## src/rtl/sm83_alu_seq.sv

```systemverilog
// Multi-cycle SM83-style ALU: processes a WORD_SIZE-bit operation as ALU_WIDTH-bit slice
// passes, LSB slice first, rippling carry through a register between passes.
module sm83_alu_seq #(
    parameter int unsigned ALU_WIDTH = 4,
    parameter int unsigned WORD_SIZE = 8
) (
    input  logic                 clk,
    input  logic                 reset,
    input  logic                 start,
    input  logic [2:0]           op,
    input  logic [WORD_SIZE-1:0] a,
    input  logic [WORD_SIZE-1:0] b,
    input  logic                 carry_in,
    output logic                 ready,
    output logic                 valid,
    output logic [WORD_SIZE-1:0] result,
    output logic                 flag_z,
    output logic                 flag_n,
    output logic                 flag_h,
    output logic                 flag_c
);
    localparam int unsigned PASSES = WORD_SIZE / ALU_WIDTH;
    localparam int unsigned CntW   = (PASSES > 1) ? $clog2(PASSES) : 1;
    localparam logic [CntW-1:0] LastPass = CntW'(PASSES - 1);

    localparam logic [2:0] OpAdd = 3'd0;
    localparam logic [2:0] OpAdc = 3'd1;
    localparam logic [2:0] OpSub = 3'd2;
    localparam logic [2:0] OpSbc = 3'd3;
    localparam logic [2:0] OpAnd = 3'd4;
    localparam logic [2:0] OpXor = 3'd5;
    localparam logic [2:0] OpOr  = 3'd6;
    localparam logic [2:0] OpCp  = 3'd7;

    typedef enum logic [1:0] {StIdle, StRun, StDone} state_e;

    state_e               state_q;
    logic [WORD_SIZE-1:0] a_q;
    logic [WORD_SIZE-1:0] b_q;
    logic [WORD_SIZE-1:0] acc_q;
    logic [2:0]           op_q;
    logic                 carry_q;
    logic                 raw_h_q;
    logic [CntW-1:0]      cnt_q;

    logic                 is_sub;
    logic [ALU_WIDTH-1:0] slice_a;
    logic [ALU_WIDTH-1:0] slice_b;
    logic [ALU_WIDTH:0]   slice_sum;
    logic [ALU_WIDTH-1:0] slice_res;
    logic [WORD_SIZE-1:0] full_res;
    logic [WORD_SIZE-1:0] a_rot;
    logic                 eff_carry;
    logic                 n_d, h_d, c_d;

    assign ready = (state_q != StRun);

    always_comb begin
        is_sub    = (op_q == OpSub) || (op_q == OpSbc) || (op_q == OpCp);
        slice_a   = a_q[ALU_WIDTH-1:0];
        slice_b   = b_q[ALU_WIDTH-1:0] ^ {ALU_WIDTH{is_sub}};
        slice_sum = {1'b0, slice_a} + {1'b0, slice_b} + {{ALU_WIDTH{1'b0}}, carry_q};
        case (op_q)
            OpAnd:   slice_res = a_q[ALU_WIDTH-1:0] & b_q[ALU_WIDTH-1:0];
            OpXor:   slice_res = a_q[ALU_WIDTH-1:0] ^ b_q[ALU_WIDTH-1:0];
            OpOr:    slice_res = a_q[ALU_WIDTH-1:0] | b_q[ALU_WIDTH-1:0];
            default: slice_res = slice_sum[ALU_WIDTH-1:0];
        endcase
        // Slices enter at the top of acc_q, so after the last pass they sit in order.
        full_res = {slice_res, acc_q[WORD_SIZE-1:ALU_WIDTH]};
        // a_q rotates one slice per pass; one more rotation restores the operand for CP.
        a_rot    = {a_q[ALU_WIDTH-1:0], a_q[WORD_SIZE-1:ALU_WIDTH]};
    end

    always_comb begin
        case (op)
            OpAdc:       eff_carry = carry_in;
            OpSub, OpCp: eff_carry = 1'b1;
            OpSbc:       eff_carry = ~carry_in;
            default:     eff_carry = 1'b0;
        endcase
    end

    always_comb begin
        n_d = 1'b0;
        h_d = 1'b0;
        c_d = 1'b0;
        case (op_q)
            OpAdd, OpAdc: begin
                h_d = raw_h_q;
                c_d = slice_sum[ALU_WIDTH];
            end
            OpSub, OpSbc, OpCp: begin
                n_d = 1'b1;
                h_d = ~raw_h_q;
                c_d = ~slice_sum[ALU_WIDTH];
            end
            OpAnd:   h_d = 1'b1;
            default: ;
        endcase
    end

    always_ff @(posedge clk) begin
        if (reset) begin
            state_q <= StIdle;
            a_q     <= '0;
            b_q     <= '0;
            acc_q   <= '0;
            op_q    <= OpAdd;
            carry_q <= 1'b0;
            raw_h_q <= 1'b0;
            cnt_q   <= '0;
            valid   <= 1'b0;
            result  <= '0;
            flag_z  <= 1'b0;
            flag_n  <= 1'b0;
            flag_h  <= 1'b0;
            flag_c  <= 1'b0;
        end else begin
            valid <= 1'b0;
            case (state_q)
                StIdle, StDone: begin
                    if (start) begin
                        a_q     <= a;
                        b_q     <= b;
                        op_q    <= op;
                        carry_q <= eff_carry;
                        cnt_q   <= '0;
                        state_q <= StRun;
                    end else begin
                        state_q <= StIdle;
                    end
                end
                StRun: begin
                    a_q     <= a_rot;
                    b_q     <= b_q >> ALU_WIDTH;
                    acc_q   <= full_res;
                    carry_q <= slice_sum[ALU_WIDTH];
                    cnt_q   <= cnt_q + CntW'(1);
                    if (cnt_q == '0) raw_h_q <= slice_sum[ALU_WIDTH];
                    if (cnt_q == LastPass) begin
                        state_q <= StDone;
                        valid   <= 1'b1;
                        result  <= (op_q == OpCp) ? a_rot : full_res;
                        flag_z  <= (full_res == '0);
                        flag_n  <= n_d;
                        flag_h  <= h_d;
                        flag_c  <= c_d;
                    end
                end
                default: state_q <= StIdle;
            endcase
        end
    end
endmodule

```

## config.mk

```make
export PLATFORM = sky130hd
export DESIGN_NAME = sm83_alu_seq
export DESIGN_NICKNAME = d
export VERILOG_FILES = /design/src/rtl/sm83_alu_seq.sv
export SDC_FILE = /design/constraint.sdc
export NUM_CORES = 1
export LEC_CHECK = 0
export ABC_AREA = 1
export CAP_MARGIN = 20
export CORE_ASPECT_RATIO = 1.4
export CORE_MARGIN = 4
export CORE_UTILIZATION = 40
export DETAILED_ROUTE_END_ITERATION = 16
export GPL_ROUTABILITY_DRIVEN = 1
export MAX_ROUTING_LAYER = met4
export PLACE_DENSITY_LB_ADDON = 0.25
export SLEW_MARGIN = 20
export SYNTH_ARGS = -nofsm -noshare
export SYNTH_HDL_FRONTEND = slang
export SYNTH_SLANG_ARGS = --single-unit
```

## constraint.sdc

```tcl
create_clock -name clk -period 2.5 [get_ports clk]
set_input_delay 0.5 -clock clk [delete_from_list [all_inputs] [get_ports clk]]
set_output_delay 0.5 -clock clk [all_outputs]
set_load 0.05 [all_outputs]
```

# [Word-level counts from Yosys, hierarchy flattened]
# Cells that the tools add are included.
[totals] regBits=45 in_bits=23 output_inout_bits=14
[classes] n_addsub=3 n_eq_ne=16 n_mux=18 bitwise=9 reduce_logical=15
[ops] cell="$pmux W8 S2" count=2
[ops] cell="$mux W8" count=3
[ops] cell="$eq A3 B3 Y1 const B" count=5
[ops] cell="$eq A3 B2 Y1 const B" count=4
[ops] cell="$pmux W4 S3" count=1
[ops] cell="$logic_not A8 Y1" count=1
[ops] cell="$reduce_and A2 Y1" count=4
[ops] cell="$reduce_or A2 Y1" count=4
[ops] cell="$xor A4 B4 Y4" count=2
[ops] cell="$eq A3 B1 Y1 const B" count=2
[ops] cell="$pmux W1 S2" count=3
[ops] cell="$pmux W1 S3" count=2
[ops] cell="$add A4 B4 Y5" count=1
[ops] cell="$add A5 B1 Y5" count=1
[ops] cell="$mux W1" count=5
[ops] cell="$not A1 Y1" count=5
[ops] cell="$and A4 B4 Y4" count=1
[ops] cell="$ne A2 B2 Y1 const B" count=2
[ops] cell="$or A4 B4 Y4" count=1
[ops] cell="$pmux W2 S2" count=1
[ops] cell="$logic_not A3 Y1" count=1
[ops] cell="$reduce_or A3 Y1" count=1
[ops] cell="$eq A2 B1 Y1 const B" count=1
[ops] cell="$eq A2 B2 Y1 const B" count=1
[ops] cell="other kinds (6)" count=7

# [Logic depth before layout (Yosys ltp)]
[logic_depth] word_depth=8 mapped_depth=15 ltp_nobuf=15

# [Worst setup path after synthesis]
# OpenSTA, ideal clock, no wires.
[synth_timing] kind="reg-to-reg" startpoint="register op_q[0]" endpoint="register flag_z" setup_ns=0.067 arrival_time_ns=2.181 t_required_ns=2.433 setup_slack_ns=0.252 stages_incl_launch_ff=14 path_cell_list="dfxtp_1 inv_2 nand2_2 inv_2 nor2_4 xor2_1 fa_1 inv_1 fa_1 nand3_1 nand4_1 nor2_1 nand3_1 a21oi_2"
[synth_between] elab_chain_cells=8 elab_cells_between_ends=13 classes_between="add/sub: 2; eq/ne: 6; mux: 1; bitwise: 1; reduce/logical: 3"
[synth_lines] item="from (decl)" line="41" rtl="logic [2:0] op_q;"
[synth_lines] item="from (signal assigned)" line="109" rtl="op_q <= OpAdd;"
[synth_lines] item="from (signal assigned)" line="126" rtl="op_q <= op;"
[synth_lines] item="$eq A3 B2 Y1" line="59" rtl="is_sub = (op_q == OpSub) || (op_q == OpSbc) || (op_q == OpCp);"
[synth_lines] item="$logic_or A1 B1 Y1 (2 in series)" line="59"
[synth_lines] item="$xor A4 B4 Y4" line="61" rtl="slice_b = b_q[ALU_WIDTH-1:0] ^ {ALU_WIDTH{is_sub}};"
[synth_lines] item="$add A4 B4 Y5" line="62" rtl="slice_sum = {1'b0, slice_a} + {1'b0, slice_b} + {{ALU_WIDTH{1'b0}}, carry_q};"
[synth_lines] item="$add A5 B1 Y5" line="62"
[synth_lines] item="$pmux W4 S3 (*)" line="63" rtl="case (op_q)"
[synth_lines] item="$logic_not A8 Y1 (*)" line="145" rtl="flag_z <= (full_res == '0);"
[synth_lines] item="to (signal assigned)" line="145"
[synth_lines] item="to (decl)" line="17" rtl="output logic flag_z,"
# Every way passes the cells marked *; elsewhere a longest branch is shown, timed or not.
# A chain may end at the register's enable or synchronous reset.

# [Worst setup path in the final report]
# Same ends and word-level chain as after synthesis.

==> flow_metrics.env <==
export IMPL_rsz0062_at_grt="no"
export IMPL_hold_depth=2
export IMPL_final_common_cell="nand2_1"
export IMPL_drive_gt1_frac=0.105
export IMPL_synth_nets=331
export IMPL_hold_viol=0
export IMPL_timing_rr_end="flag_z"
export IMPL_grt_usage=0.185
export IMPL_cp_arrival_ps=2560
export IMPL_cts_sinks=41
export IMPL_diodes=0
export IMPL_fillerInstances=528
export IMPL_finalPower_mw=1.66
export IMPL_ys_types=35
export IMPL_dr_total_vias=2044
export IMPL_design_area_um2=2750
export IMPL_cts_buffers=5
export IMPL_ir_drop_mv=0.388
export IMPL_final_cell_mix="51 x nand2_1, 40 x dfxtp_1, 37 x inv_1"
export IMPL_rows=31
export IMPL_post_cts_setup_buffers=0
export IMPL_gp_congestion=0.997
export IMPL_yosysWarnings=0
export IMPL_path_max_fanout=6
export IMPL_cp_required_ps=2730
export IMPL_outcome="complete, no violations"
export IMPL_clockBufferDepth=2
export IMPL_drv_cap=0
export IMPL_fin_worst_skew_ps=4.38
export IMPL_postSynthAreaPerCell_um2=7.52
export IMPL_worstMarginPinSlew_ps=513
export IMPL_cts_tree="built"
export IMPL_final_nets=369
export IMPL_start_kind="register"
export IMPL_grt_pass1_wl_mm=9.45
export IMPL_wl_per_cell_um=14.5
export IMPL_max_freq_ghz=0.429
export IMPL_hp_start="b_q[4]"
export IMPL_drt_iter0_drc=76
export IMPL_synth_cells=294
export IMPL_setup_viol=0
export IMPL_clk_latency_ps=300
export IMPL_die_w_um=70.8
export IMPL_crit_chain="inv_2, nand2_2, inv_2, nor2_4, xor2_1, fa_1, inv_1, fa_1, nand3_1, nand4_1, nor2_1, nand3_1, a21oi_2"
export IMPL_area_delta_synth_final_pct=24.5
export IMPL_worst_r2r_setup_slack_ps=170
export IMPL_cp_end_kind="register"
export IMPL_grt_max_degree=25
export IMPL_fin_crit_sh=0.931
export IMPL_cpPeakStageDelay_ps=420
export IMPL_slew_viol_final=0
export IMPL_routed_wirelength_mm=5.78
export IMPL_postLayoutCoreUtil=0.521
export IMPL_clk_pin_slew_ps=80
export IMPL_synth_seq_cells=41
export IMPL_leakage_nw=1.21
export IMPL_pwr_density_cell_nw_per_um2=602
export IMPL_slowest_stage="fa_1"
export IMPL_drcViolationCount=0
export IMPL_grt_ovfl_total=0
export IMPL_timing_rr_start="op_q[0]"
export IMPL_min_period_ps=2330
export IMPL_firstDrtPassIters=4
export IMPL_die_height_um=95.9
export IMPL_hold_buffers=0
export IMPL_initial_core_util=0.419
export IMPL_via_per_inst=5.12
export IMPL_dp_hpwl_mm=4.47
export IMPL_r2r_cells=13
export IMPL_dp_cells=391
export IMPL_dpl_cell_area_um2=2640
export IMPL_clock_root_buffer="clkbuf_8"
export IMPL_die_area_um2=6790
export IMPL_htreeDepth=2
export IMPL_netlist_area_um2=2210
export IMPL_core_um2=5280
export IMPL_grt_pass1_vias=2031
export IMPL_totalNegativeSetupSlack_ps=0
export IMPL_relSlewSlack=0.657
export IMPL_whs_endpoint="b_q[4]"
export IMPL_crit_type="reg2reg"
export IMPL_fin_cells=399
export IMPL_io_pins=37
export IMPL_drtAntennaViolNets=0
export IMPL_seq_area_frac_synth=0.371
export IMPL_io_buffers=36
export IMPL_hp_class="reg2reg"
export IMPL_antenna_found_initial=0
[worst max path at each step]
stage            start  endpoint
3_5_place_dp   op_q[0]    flag_z
5_1_grt        op_q[0]    flag_z
4_1_cts        op_q[0]    flag_z
6_report       op_q[0]    flag_z
2_1_floorplan  op_q[0]    flag_z
3_3_place_gp   op_q[0]    flag_z
[registers in the layout, indices dropped and copies added, names as in the netlist, 2 cells and up]
register  flops
op_q          3
result        8
acc_q         4
a_q           8
state_q       2
b_q           8
[Yosys cell counts]
cell      instances  area share
nor2_2            1      0.0028
nand2_4           1      0.0051
o21ai_0          15       0.034
nor2_8            1      0.0091
clkbuf_1          4      0.0068
nand2_2           4       0.011
o21a_1            1      0.0034
fa_1              2       0.018
buf_6             2       0.010
inv_1            37       0.063
nand3b_1          1      0.0034
inv_4             1      0.0028
a221oi_1          6       0.024
nand3b_2          1      0.0051
nor3_1            1      0.0023
buf_2             6       0.014
o21ai_1           1      0.0023
a211oi_1          2      0.0068
dfxtp_1          41        0.37
nand4_2           1      0.0057
nand3_1          16       0.036
o211ai_1          6       0.020
nand4_1           6       0.017
a31oi_1           7       0.020
nand2_1          51       0.087
nor3_2            1      0.0045
a21oi_2           1      0.0040
nor2_4            2       0.010
xor2_1            4       0.016
o311ai_0          1      0.0040
nor2_1           28       0.048
a21oi_1          23       0.052
o22ai_1           1      0.0028
inv_2             6       0.010
ha_1             12       0.068
[power by group]
| group | internal, mW | switching (mW) |
|---|---|---|
| clock | 0.300 | 0.241 |
| sequential | 0.695 | 0.0377 |
| combinational | 0.149 | 0.233 |
[stage by stage]
stage / hold slack (ps) / setup slack (ps)
after floorplan: 440 / 252
after global placement: 450 / 219
after detailed placement: 454 / 132
after CTS: 467 / 127
after global routing: 487 / 22.7
final: 463 / 172
[cells by family after synthesis]
logic type	Yosys count	share of synthesized area
simple gates	115	0.247
fa+ha+maj	14	0.0861
flops	41	0.371
compound gates	64	0.173
xor+xnor	4	0.0159
buf+inv	56	0.106
[worst max-delay path: cells and delay by family, from the launching register on]
kind | cells | cell delay, ps
fa+ha+maj | 2 | 770
compound gates | 1 | 120
simple gates | 6 | 590
buf+inv | 3 | 290
flops | 1 | 360
xor+xnor | 1 | 140
[repair_timing]
| item | CTS | global route |
|---|---|---|
| endpoints found under the hold margin | 0 | 0 |
| endpoints found under the setup margin | 0 | 2 |
| resized for setup | 0 | 1 |
[metal layers]
layer,share of wire,vias up,GRT usage,wire [um]
li1,-,1044,-,-
met1,0.43,943,0.207,2470
met2,0.51,45,0.323,2960
met3,0.032,12,0.0272,187
met4,0.029,0,0.0862,167
met5,0,-,-,0
[layout make-up]
class	instances	area, um^2	share of cell area
flip-flops and latches	41	822	0.299
multi-input cells	197	1150	0.419
repair buffers	43	413	0.150
inverters	44	168	0.0610
clock inverters	2	38.8	0.0141
clock buffers	6	72.6	0.0264
well taps	66	82.6	0.0300
(Power assumes the default switching activity.)
